==> src/rtl/lc3_regfile_cc.sv <==
// LC-3 register file R0-R7 with NZP condition codes, branch evaluation and a
// per-register outstanding-load scoreboard; reads are combinational with write-through bypass.
module lc3_regfile_cc #(
   parameter int          DATA_W  = 16,
   parameter int          NREG    = 8,
   parameter int          ADDR_W  = 3,
   parameter logic [2:0]  NZP_RST = 3'b010
) (
   input  logic              clk,
   input  logic              rst,
   input  logic [ADDR_W-1:0] sr1_addr,
   input  logic [ADDR_W-1:0] sr2_addr,
   output logic [DATA_W-1:0] sr1_data,
   output logic [DATA_W-1:0] sr2_data,
   input  logic              wr_en,
   input  logic [ADDR_W-1:0] wr_addr,
   input  logic [DATA_W-1:0] wr_data,
   input  logic              cc_en,
   input  logic              issue_en,
   input  logic [ADDR_W-1:0] issue_addr,
   output logic              sr1_busy,
   output logic              sr2_busy,
   input  logic [2:0]        br_nzp,
   output logic              br_taken,
   output logic [2:0]        nzp
);

   logic [DATA_W-1:0] regs_q [NREG];
   logic [DATA_W-1:0] regs_d [NREG];
   logic [NREG-1:0]   busy_q;
   logic [NREG-1:0]   busy_d;
   logic [2:0]        nzp_q;
   logic [2:0]        nzp_d;

   logic wr_act;
   logic sr1_wr_hit;
   logic sr2_wr_hit;
   logic sr1_iss_hit;
   logic sr2_iss_hit;

   function automatic logic [2:0] cc_of(input logic [DATA_W-1:0] v);
      logic n;
      logic z;
      n = v[DATA_W-1];
      z = (v == '0);
      return {n, z, ~n & ~z};
   endfunction

   // Bypass paths are suppressed while rst is held so all outputs show the reset state.
   assign wr_act      = wr_en & ~rst;
   assign sr1_wr_hit  = wr_act & (wr_addr == sr1_addr);
   assign sr2_wr_hit  = wr_act & (wr_addr == sr2_addr);
   assign sr1_iss_hit = issue_en & (issue_addr == sr1_addr);
   assign sr2_iss_hit = issue_en & (issue_addr == sr2_addr);

   assign sr1_data = sr1_wr_hit ? wr_data : regs_q[sr1_addr];
   assign sr2_data = sr2_wr_hit ? wr_data : regs_q[sr2_addr];
   assign sr1_busy = (sr1_wr_hit & ~sr1_iss_hit) ? 1'b0 : busy_q[sr1_addr];
   assign sr2_busy = (sr2_wr_hit & ~sr2_iss_hit) ? 1'b0 : busy_q[sr2_addr];

   // Branch sees only the registered flags, never a same-cycle cc update.
   assign nzp      = nzp_q;
   assign br_taken = |(br_nzp & nzp_q);

   always_comb begin
      regs_d = regs_q;
      busy_d = busy_q;
      nzp_d  = nzp_q;
      if (wr_en) begin
         regs_d[wr_addr] = wr_data;
         busy_d[wr_addr] = 1'b0;
      end
      // Issue is applied last so a new load to the register being written stays busy.
      if (issue_en) begin
         busy_d[issue_addr] = 1'b1;
      end
      if (cc_en) begin
         nzp_d = cc_of(wr_data);
      end
   end

   always_ff @(posedge clk or posedge rst) begin
      if (rst) begin
         for (int i = 0; i < NREG; i++) begin
            regs_q[i] <= '0;
         end
         busy_q <= '0;
         nzp_q  <= NZP_RST;
      end else begin
         regs_q <= regs_d;
         busy_q <= busy_d;
         nzp_q  <= nzp_d;
      end
   end

endmodule

==> config.mk <==
export PLATFORM = sky130hd
export DESIGN_NAME = lc3_regfile_cc
export DESIGN_NICKNAME = d
export VERILOG_FILES = /design/src/rtl/lc3_regfile_cc.sv
export SDC_FILE = /design/constraint.sdc
export NUM_CORES = 1
export LEC_CHECK = 0
export BUFFER_PORTS_ARGS = -buffer_cell sky130_fd_sc_hd__buf_2
export CAP_MARGIN = 20
export CELL_PAD_IN_SITES_DETAIL_PLACEMENT = 2
export CELL_PAD_IN_SITES_GLOBAL_PLACEMENT = 2
export CORE_ASPECT_RATIO = 1.4
export CORE_MARGIN = 2
export CORE_UTILIZATION = 44
export CTS_BUF_LIST = sky130_fd_sc_hd__clkbuf_16
export CTS_CLUSTER_SIZE = 12
export DETAILED_ROUTE_END_ITERATION = 10
export HOLD_SLACK_MARGIN = 0.08
export PLACE_DENSITY_LB_ADDON = 0.1
export SETUP_SLACK_MARGIN = 0.1
export SLEW_MARGIN = 20
export SYNTH_ARGS = -nofsm -noshare
export SYNTH_HDL_FRONTEND = slang
export SYNTH_SLANG_ARGS = --single-unit
==> constraint.sdc <==
create_clock -name clk -period 5.85 [get_ports clk]
set_clock_uncertainty 0.2 [all_clocks]
set_input_delay 0.8775 -clock clk [delete_from_list [all_inputs] [get_ports clk]]
set_output_delay 0.8775 -clock clk [all_outputs]
set_load 0.01 [all_outputs]
Word level (Yosys, flattened, before mapping)
Cells that the tools add are included.
{ "classes": {"n_lt_le_gt_ge": 10, "eq_ne": 4, "n_mux": 23, "bitwise": 20, "n_reduce_logical": 5} }
{ "op_table": {"columns": ["operator", "n"], "rows": [
  ["$bwmux W128", 1],
  ["$mux W16", 7],
  ["$bmux W16 S3", 2],
  ["$demux W16 S3", 1],
  ["$logic_not A16 Y1", 1],
  ["$lt A3 B4 Y1 const B", 4],
  ["$mux W8", 2],
  ["$eq A3 B3 Y1", 4],
  ["$ge A4 B4 Y1 const B", 3],
  ["$not A3 Y4", 3],
  ["$and A1 B1 Y1", 8],
  ["$and A8 B8 Y8", 1],
  ["$not A8 Y8", 1],
  ["$or A8 B8 Y8", 1],
  ["$bmux W1 S3", 2],
  ["$demux W1 S3", 2],
  ["$ge A3 B1 Y1 const B", 2],
  ["$mux W1", 6],
  ["$not A1 Y1", 5],
  ["$lt A4 B1 Y1 const B", 1],
  ["$and A3 B3 Y3", 1],
  ["$logic_and A1 B1 Y1", 3],
  ["$reduce_or A3 Y1", 1]
]} }
{ "totals": {"register_bits": 139, "inputBits": 36} }

Longest topological paths before layout
Gate-level depths: netlist (run 1).
{ "logic_depth": {"depth_word": 9, "ltp_mapped": 6} }

Least setup slack after synthesis (run 1)
Ideal clock, no wire load.
{ "synth_timing": {"path_type": "input to output", "startpoint": "input port sr2_addr[1]", "endpoint": "output port sr2_data[14]", "arrival_time_ps": 2239, "t_required_ps": 4773, "setup_slack_ps": 2533, "stages": 5, "path_buffers": 2, "cell_sequence": "buf_2 > clkbuf_1 > mux4_2 > mux2_2 > mux2_2"} }
{ "synth_between": {"elab_chain_cells": 5, "elab_cells_between_ends": 7} }
{ "synth_rtl": {"columns": ["element", "line", "text"], "rows": [
  ["start: declaration", "12", "input logic [ADDR_W-1:0] sr2_addr,"],
  ["$not A3 Y4 (not written as such)", "57", "assign sr2_data = sr2_wr_hit ? wr_data : regs_q[sr2_addr];"],
  ["$bmux W16 S3", "57", null],
  ["$mux W16 (not written as such) (2 in series)", "57", null],
  ["$mux W16 *", "57", null],
  ["end: declaration", "14", "output logic [DATA_W-1:0] sr2_data,"]
]} }
Mark *: on every way between the ends. The rest lies on a longest branch, timed or not. The select of a mux whose other input is x is not followed.

Final worst setup path (run 1)
{ "layout_timing": {"startpoint": "input port sr2_addr[0]", "endpoint": "output port sr2_data[14]"} }
The elaborated chain is that of the path after synthesis.

==> metrics.md, run 1 <==
| Metric | Value |
|---|---|
| Fin area | `0.009316 mm2` |
| Initial antenna violation count | `0` |
| Top_reg_cell synth | `dfrtp_1` |
| Flop pwr share | `0.404` |
| Die Span Y | `165.6 um` |
| Synth warn | `0` |
| Core footprint | `0.01846 mm2` |
| CTS sink count | `139` |
| Min Hold Slack | `0.2023 ns` |
| # setup viols final | `0` |
| First-pass GRT wire length | `35,910 um` |
| Vias/cell | `6.046` |
| Syn-to-layout area delta | `13.51%` |
| Switch share | `0.2744` |
| GRT overflow | `0` |
| Combinational share of power | `0.248` |
| Max Freq | `232.4 MHz` |
| Post-DP HPWL | `14,040 um` |
| Top cells by count, synth | `mux2_2 (194), dfrtp_1 (138), mux4_1 (66), clkbuf_1 (22), buf_2 (13)` |
| N_diodes | `0` |
| DR WL/cell | `27.92 um` |
| #FFs+latches synth | `139` |
| Final worst-path cycle share | `0.7354` |
| Synth top area cells | `dfrtp_1 (42%), mux2_2 (27%), mux4_1 (21%), buf_6 (1.4%), xnor2_1 (1.3%)` |
| MaxCap Viol Count | `0` |
| Nets@finish | `609` |
| Hold Path Class | `in2async` |
| DP Area | `0.008688 mm2` |
| Peak supply drop | `0.1869 mV` |
| # IOs | `74` |
| Aggregate global-route resource usage | `0.2459` |
| Top-count cell post-synth | `mux2_2` |
| Critical Path RT | `4.77 ns` |
| Net switching power | `900.7 uW` |
| Overall power | `3.283 mW` |
| Port Buffers | `73` |
| Clock latency on the worst-skew pair | `0.42 ns` |
| Layout cells sized above 1 | `0.5563` |
| Synth unique cells | `28` |
| Post-route ant nets | `0` |
| Final Max Tran Viols | `0` |
| TritonCTS Buffers | `17` |
| Largest net degree at the start of global routing | `81` |
| Placement row count | `59` |
| Starting Density | `0.4447` |
| Power share of the clock group | `0.348` |
| Power Dens Cells | `352.4 mW/mm2` |
| Final Wtd Congestion | `0.7277` |
| Int Pwr | `2.382 mW` |
| Leakage | `4.050 nW` |
| CTS tree | `yes` |
| Synth top area share | `0.4207` |
| Critical path startpoint category | `primary input` |
| Status | `finished, final reports clean` |
| Post-route DRC | `0` |
| Post-synth EDFFs | `0` |
| Worst r2r src | `regs_q[45]` |
| Starting DRC count in detailed routing | `216` |
| Die width | `119.4 um` |
| Cts hold-fix bufs | `0` |
| Min Tclk post-route | `4.302 ns` |
| Synth async-reset ratio | `1.000` |
| Syn_area_per_cell | `15.91 um2` |
| Post-route setup TNS | `0 ns` |
| Die area | `0.01978 mm2` |
| Syn Nets | `552` |
| Via count | `5,018` |
| # H-tree levels | `4` |
| CP Launch Point | `sr2_addr[0]` |
| Max transition margin | `0.4817` |
| Worst Tran Pin Value | `0.7774 ns` |
| Post CTS Setup Buffer Count | `0` |
| CP arrival | `3.22 ns` |
| Drt pass-1 iters | `4` |
| Worst-path maximum fanout | `21` |
| Wirelength, routed | `23,170 um` |
| Util after Layout | `0.5048` |
| Clk root buf | `clkbuf_16` |
| Post-synthesis sequential area ratio | `0.4239` |
| Worst setup EP type | `primary output` |
| CP Class | `in2out` |
| Number of global-route vias before repair | `5,849` |
| RSZ-0062 raised after global routing | `false` |
| Cell Area, Synth | `0.008208 mm2` |
| Synth Instances | `516` |
| PostCTS Resize Cnt | `0` |
| Reg clk slew, reported paths | `0.06 ns` |
| CTS max path bufs | `2` |
| Hold Fails Final Rpt | `0` |
| Cell taking the most area after synthesis | `dfrtp_1` |
stage by stage:
| step | cells | worst slack (ns) |
|---|---|---|
| after floorplan | 516 | 1.050 |
| after global placement | 798 | 1.583 |
| after detailed placement | 798 | 1.551 |
| after CTS | 830 | 1.533 |
| after global routing | 830 | 1.476 |
| final | 830 | 1.548 |
layout by cell type, fill, tap and decap left out, types with 6 or more instances in the layout:
master,synthesis,layout
buf_4,3,16
xnor2_1,12,12
buf_2,13,73
inv_1,7,6
nand2_1,7,7
mux2_2,194,194
dfrtp_1,138,138
nand2b_1,7,7
mux4_1,66,66
clkbuf_16,0,17
cell type report:
class,count,area [um2]
repair buffers,90,496.7
fillers,1684,9139
flip-flops and latches,139,3480
inverters,7,28.78
multi-input cells,318,4382
well taps,244,305.3
clock buffers,17,425.4
clock inverters,15,198.9
sequential cells by signal (all words and copies together) (netlist names):
name / cells
busy_q: 8
nzp: 3
regs_q: 128
power by group through the flow:
stage | Sequential, mW | Clock [mW] | Combinational, mW
finish | 1.33 | 1.14 | 0.814
global route | 1.36 | 1.21 | 0.883
CTS | 1.32 | 1.17 | 0.828
detailed placement | 1.33 | 0 | 0.813
global placement | 1.30 | 0 | 0.779
floorplan | 1.27 | 0 | 0.625
path summary, 6_finish.rpt:
check                               endpoint  slack, ns  cells past startpoint
worst min-delay path              regs_q[17]       0.20                      2
worst max register to register    regs_q[45]       4.81                      1
max in group asynchronous         regs_q[40]       4.22                      3
worst max-delay path            sr2_data[14]       1.55                      6
min in group clk                 regs_q[101]       0.31                      1
worst min register to register   regs_q[101]       0.31                      1
worst max-delay path, stage by stage:
cell and delay [ns]:
buf_2 0.55, buf_4 0.44, mux4_1 0.61, mux2_2 0.30
mux2_2 0.28, buf_2 0.14
per-layer routing:
metal	GRT usage	part of all wire
met4	0.05831	0.0096
met2	0.4625	0.56
met3	0.03926	0.027
met1	0.2914	0.41
met5	0	0
cells by family (layout without fill, tap and decap cells):
kind of cell | count (synthesis) | after routing | synth area share
XOR/XNOR | 12 | 12 | 0.01280
AND/OR/NAND/NOR | 32 | 32 | 0.02729
multiplexers | 262 | 262 | 0.4829
buffers and inverters | 59 | 129 | 0.04223
AO/OA/AOI/OAI | 12 | 12 | 0.01082
flip-flops | 139 | 139 | 0.4239
(Power assumes the default switching activity.)
==> run 2, diff against run 1 <==
==> constraint.sdc (replaced) <==
create_clock -name clk -period 4.08 [get_ports clk]
set_clock_uncertainty 0.2 [all_clocks]
set_input_delay 0.612 -clock clk [delete_from_list [all_inputs] [get_ports clk]]
set_output_delay 0.612 -clock clk [all_outputs]
set_load 0.01 [all_outputs]
==> run 2 against run 1 <==
  * Hold slack worse by 0.084 ns
  * Via count is 0.90% higher
  * Sequential power is 43% higher
  * Critical path depth stayed put
  * Clock power is 38% higher
  * Total power is 42% higher
  * First-iteration DRC count is 0.46% lower
  * Critical endpoint is now sr1_data[14]
  * Largest power group unchanged
==> metrics.md, run 2 (synthesized netlist as in run 1, its figures left out) <==
| Metric | Value |
|---|---|
| Net switching power | `1.294 mW (+44%)` |
| # H-tree levels | `4 (unchanged)` |
| Hold Fails Final Rpt | `0 (unchanged)` |
| MaxCap Viol Count | `0 (unchanged)` |
| Core footprint | `0.01846 mm2 (unchanged)` |
| Worst setup EP type | `primary output` |
| Max transition margin | `0.4893 (+0.007593)` |
| RSZ-0062 raised after global routing | `false` |
| Post CTS Setup Buffer Count | `0 (unchanged)` |
| Final Wtd Congestion | `0.7350 (+1.0%)` |
| Cts hold-fix bufs | `0 (unchanged)` |
| Worst Tran Pin Value | `0.7627 ns (-0.01473 ns)` |
| Layout cells sized above 1 | `0.5610 (+0.004703)` |
| Drt pass-1 iters | `4 (unchanged)` |
| Peak supply drop | `0.2901 mV (+55%)` |
| Critical path startpoint category | `primary input` |
| First-pass GRT wire length | `36,020 um (+0.31%)` |
| Critical Path RT | `3.27 ns (-1.50 ns)` |
| CP arrival | `2.35 ns (-0.87 ns)` |
| Aggregate global-route resource usage | `0.2455 (-0.0003837)` |
| CTS max path bufs | `2 (unchanged)` |
| N_diodes | `0 (unchanged)` |
| Die area | `0.01978 mm2 (unchanged)` |
| CTS sink count | `139 (unchanged)` |
| # IOs | `74 (unchanged)` |
| Hold Path Class | `in2async` |
| Die Span Y | `165.6 um (unchanged)` |
| Worst-path maximum fanout | `36 (+71%)` |
| Post-DP HPWL | `14,780 um (+5.2%)` |
| R2R Setup Slk | `3.07 ns (-1.74 ns)` |
| Post-route setup TNS | `0 ns (unchanged)` |
| DP Area | `0.008782 mm2 (+1.1%)` |
| Reg clk slew, reported paths | `0.06 ns (about the same)` |
| Max Freq | `315.9 MHz` |
| PostCTS Resize Cnt | `0 (unchanged)` |
| Max reg flops | `128 (unchanged)` |
| Combinational share of power | `0.254 (+0.006)` |
| DR WL/cell | `27.54 um (-1.4%)` |
| Clk root buf | `clkbuf_16` |
| Commonest non-fill, non-tap cell in the layout | `mux2_2` |
| Met3 GRT Util | `0.03478 (-0.004477)` |
| Gr busiest metal | `met2` |
| Power share of the clock group | `0.338 (-0.010)` |
| Int Pwr | `3.360 mW (+41%)` |
| Syn-to-layout area delta | `14.30%` |
| CTS tree | `yes` |
| Leakage | `4.078 nW (+0.69%)` |
| GRT overflow | `0 (unchanged)` |
| Util after Layout | `0.5083 (+0.003525)` |
| Starting DRC count in detailed routing | `215 (-0.46%)` |
| # setup viols final | `0 (unchanged)` |
| Post-route ant nets | `0 (unchanged)` |
| Vias/cell | `6.071 (+0.41%)` |
| Switch share | `0.2780 (+0.003609)` |
| Fin area | `0.009382 mm2 (+0.70%)` |
| Initial antenna violation count | `0 (unchanged)` |
| Placement row count | `59 (unchanged)` |
| Largest net degree at the start of global routing | `109 (+35%)` |
| Number of global-route vias before repair | `5,853 (+0.068%)` |
| Flop pwr share | `0.408 (+0.004)` |
| Port Buffers | `73 (unchanged)` |
| Final worst-path cycle share | `0.7759` |
| Nets@finish | `613 (+0.66%)` |
| Biggest register | `regs_q` |
| TritonCTS Buffers | `17 (unchanged)` |
| Global-route met1 utilization | `0.2823 (-0.009035)` |
| Wirelength, routed | `22,970 um (-0.88%)` |
| Overall power | `4.653 mW (+42%)` |
| FF-to-FF End | `regs_q[90]` |
| Via count | `5,063 (+0.90%)` |
| Starting Density | `0.4447 (unchanged)` |
| Worst r2r src | `regs_q[90]` |
| Most frequent cells in the layout | `mux2_2 (194), dfrtp_1 (138), buf_2 (73)` |
| Min Tclk post-route | `3.166 ns` |
| Die width | `119.4 um (unchanged)` |
| Final Max Tran Viols | `0 (unchanged)` |
| Worst Reg-to-Reg Cells | `1 (unchanged)` |
| Status | `finished, final reports clean` |
| Power Dens Cells | `496.0 mW/mm2 (+41%)` |
| Clock latency on the worst-skew pair | `0.42 ns (about the same)` |
| Met2 usage | `0.4598 (-0.002749)` |
| CP Class | `in2out` |
| Post-route DRC | `0 (unchanged)` |
## run 2: changes by cell type in the layout (fill, tap and decap cells not counted), sizes merged
cell      previous run  this run
clkinvlp             4         6
clkinv               6         5
buf                 90        94
bufinv               4         3
## run 2: worst max path at each step
stage / start / end / slack, ns / cells after the start
6_report: sr1_addr[0] / sr1_data[14] / 0.91 / 6
2_1_floorplan: sr2_addr[1] / sr2_data[14] / 1.29 / 5
3_5_place_dp: sr2_addr[0] / sr2_data[4] / 0.91 / 6
3_3_place_gp: sr2_addr[0] / sr2_data[4] / 0.93 / 6
5_1_grt: sr2_addr[0] / sr2_data[4] / 0.86 / 6
4_1_cts: sr2_addr[0] / sr2_data[4] / 0.91 / 6
## run 2: critical path, stage by stage
cell and delay [ns]:
buf_2 0.10, buf_12 0.28, mux4_1 0.61, mux2_2 0.30, mux2_2 0.28, buf_2 0.15
## run 2: power by group through the flow
stage	logic, mW	clock network, mW	registers, mW
6_report	1.18	1.57	1.90
5_1_grt	1.28	1.66	1.94
4_1_cts	1.20	1.62	1.90
3_5_place_dp	1.19	0	1.92
3_3_place_gp	1.14	0	1.87
2_1_floorplan	0.897	0	1.82
## run 2: routing by layer
layer / routed length (um) / share of wire
met5: 0 / 0
met4: 570 / 0.025
met3: 577 / 0.025
met2: 12960 / 0.56
met1: 8858 / 0.39
## run 2: through the flow
stage	instances	hold WS [ns]	setup WS [ns]
global placement	802	0.2769	0.9350
finish	834	0.1185	0.9143
floorplan	516	0.2550	1.294
CTS	834	0.1303	0.9093
global route	834	0.1623	0.8566
detailed placement	802	0.3088	0.9144
## run 2: final cells by class
type / count / area (um2)
flip-flops and latches: 139 / 3480
multi-input cells: 318 / 4382
clock buffers: 17 / 425.4
fillers: 1707 / 9074
clock inverters: 15 / 173.9
well taps: 244 / 305.3
repair buffers: 94 / 585.6
inverters: 7 / 30.03
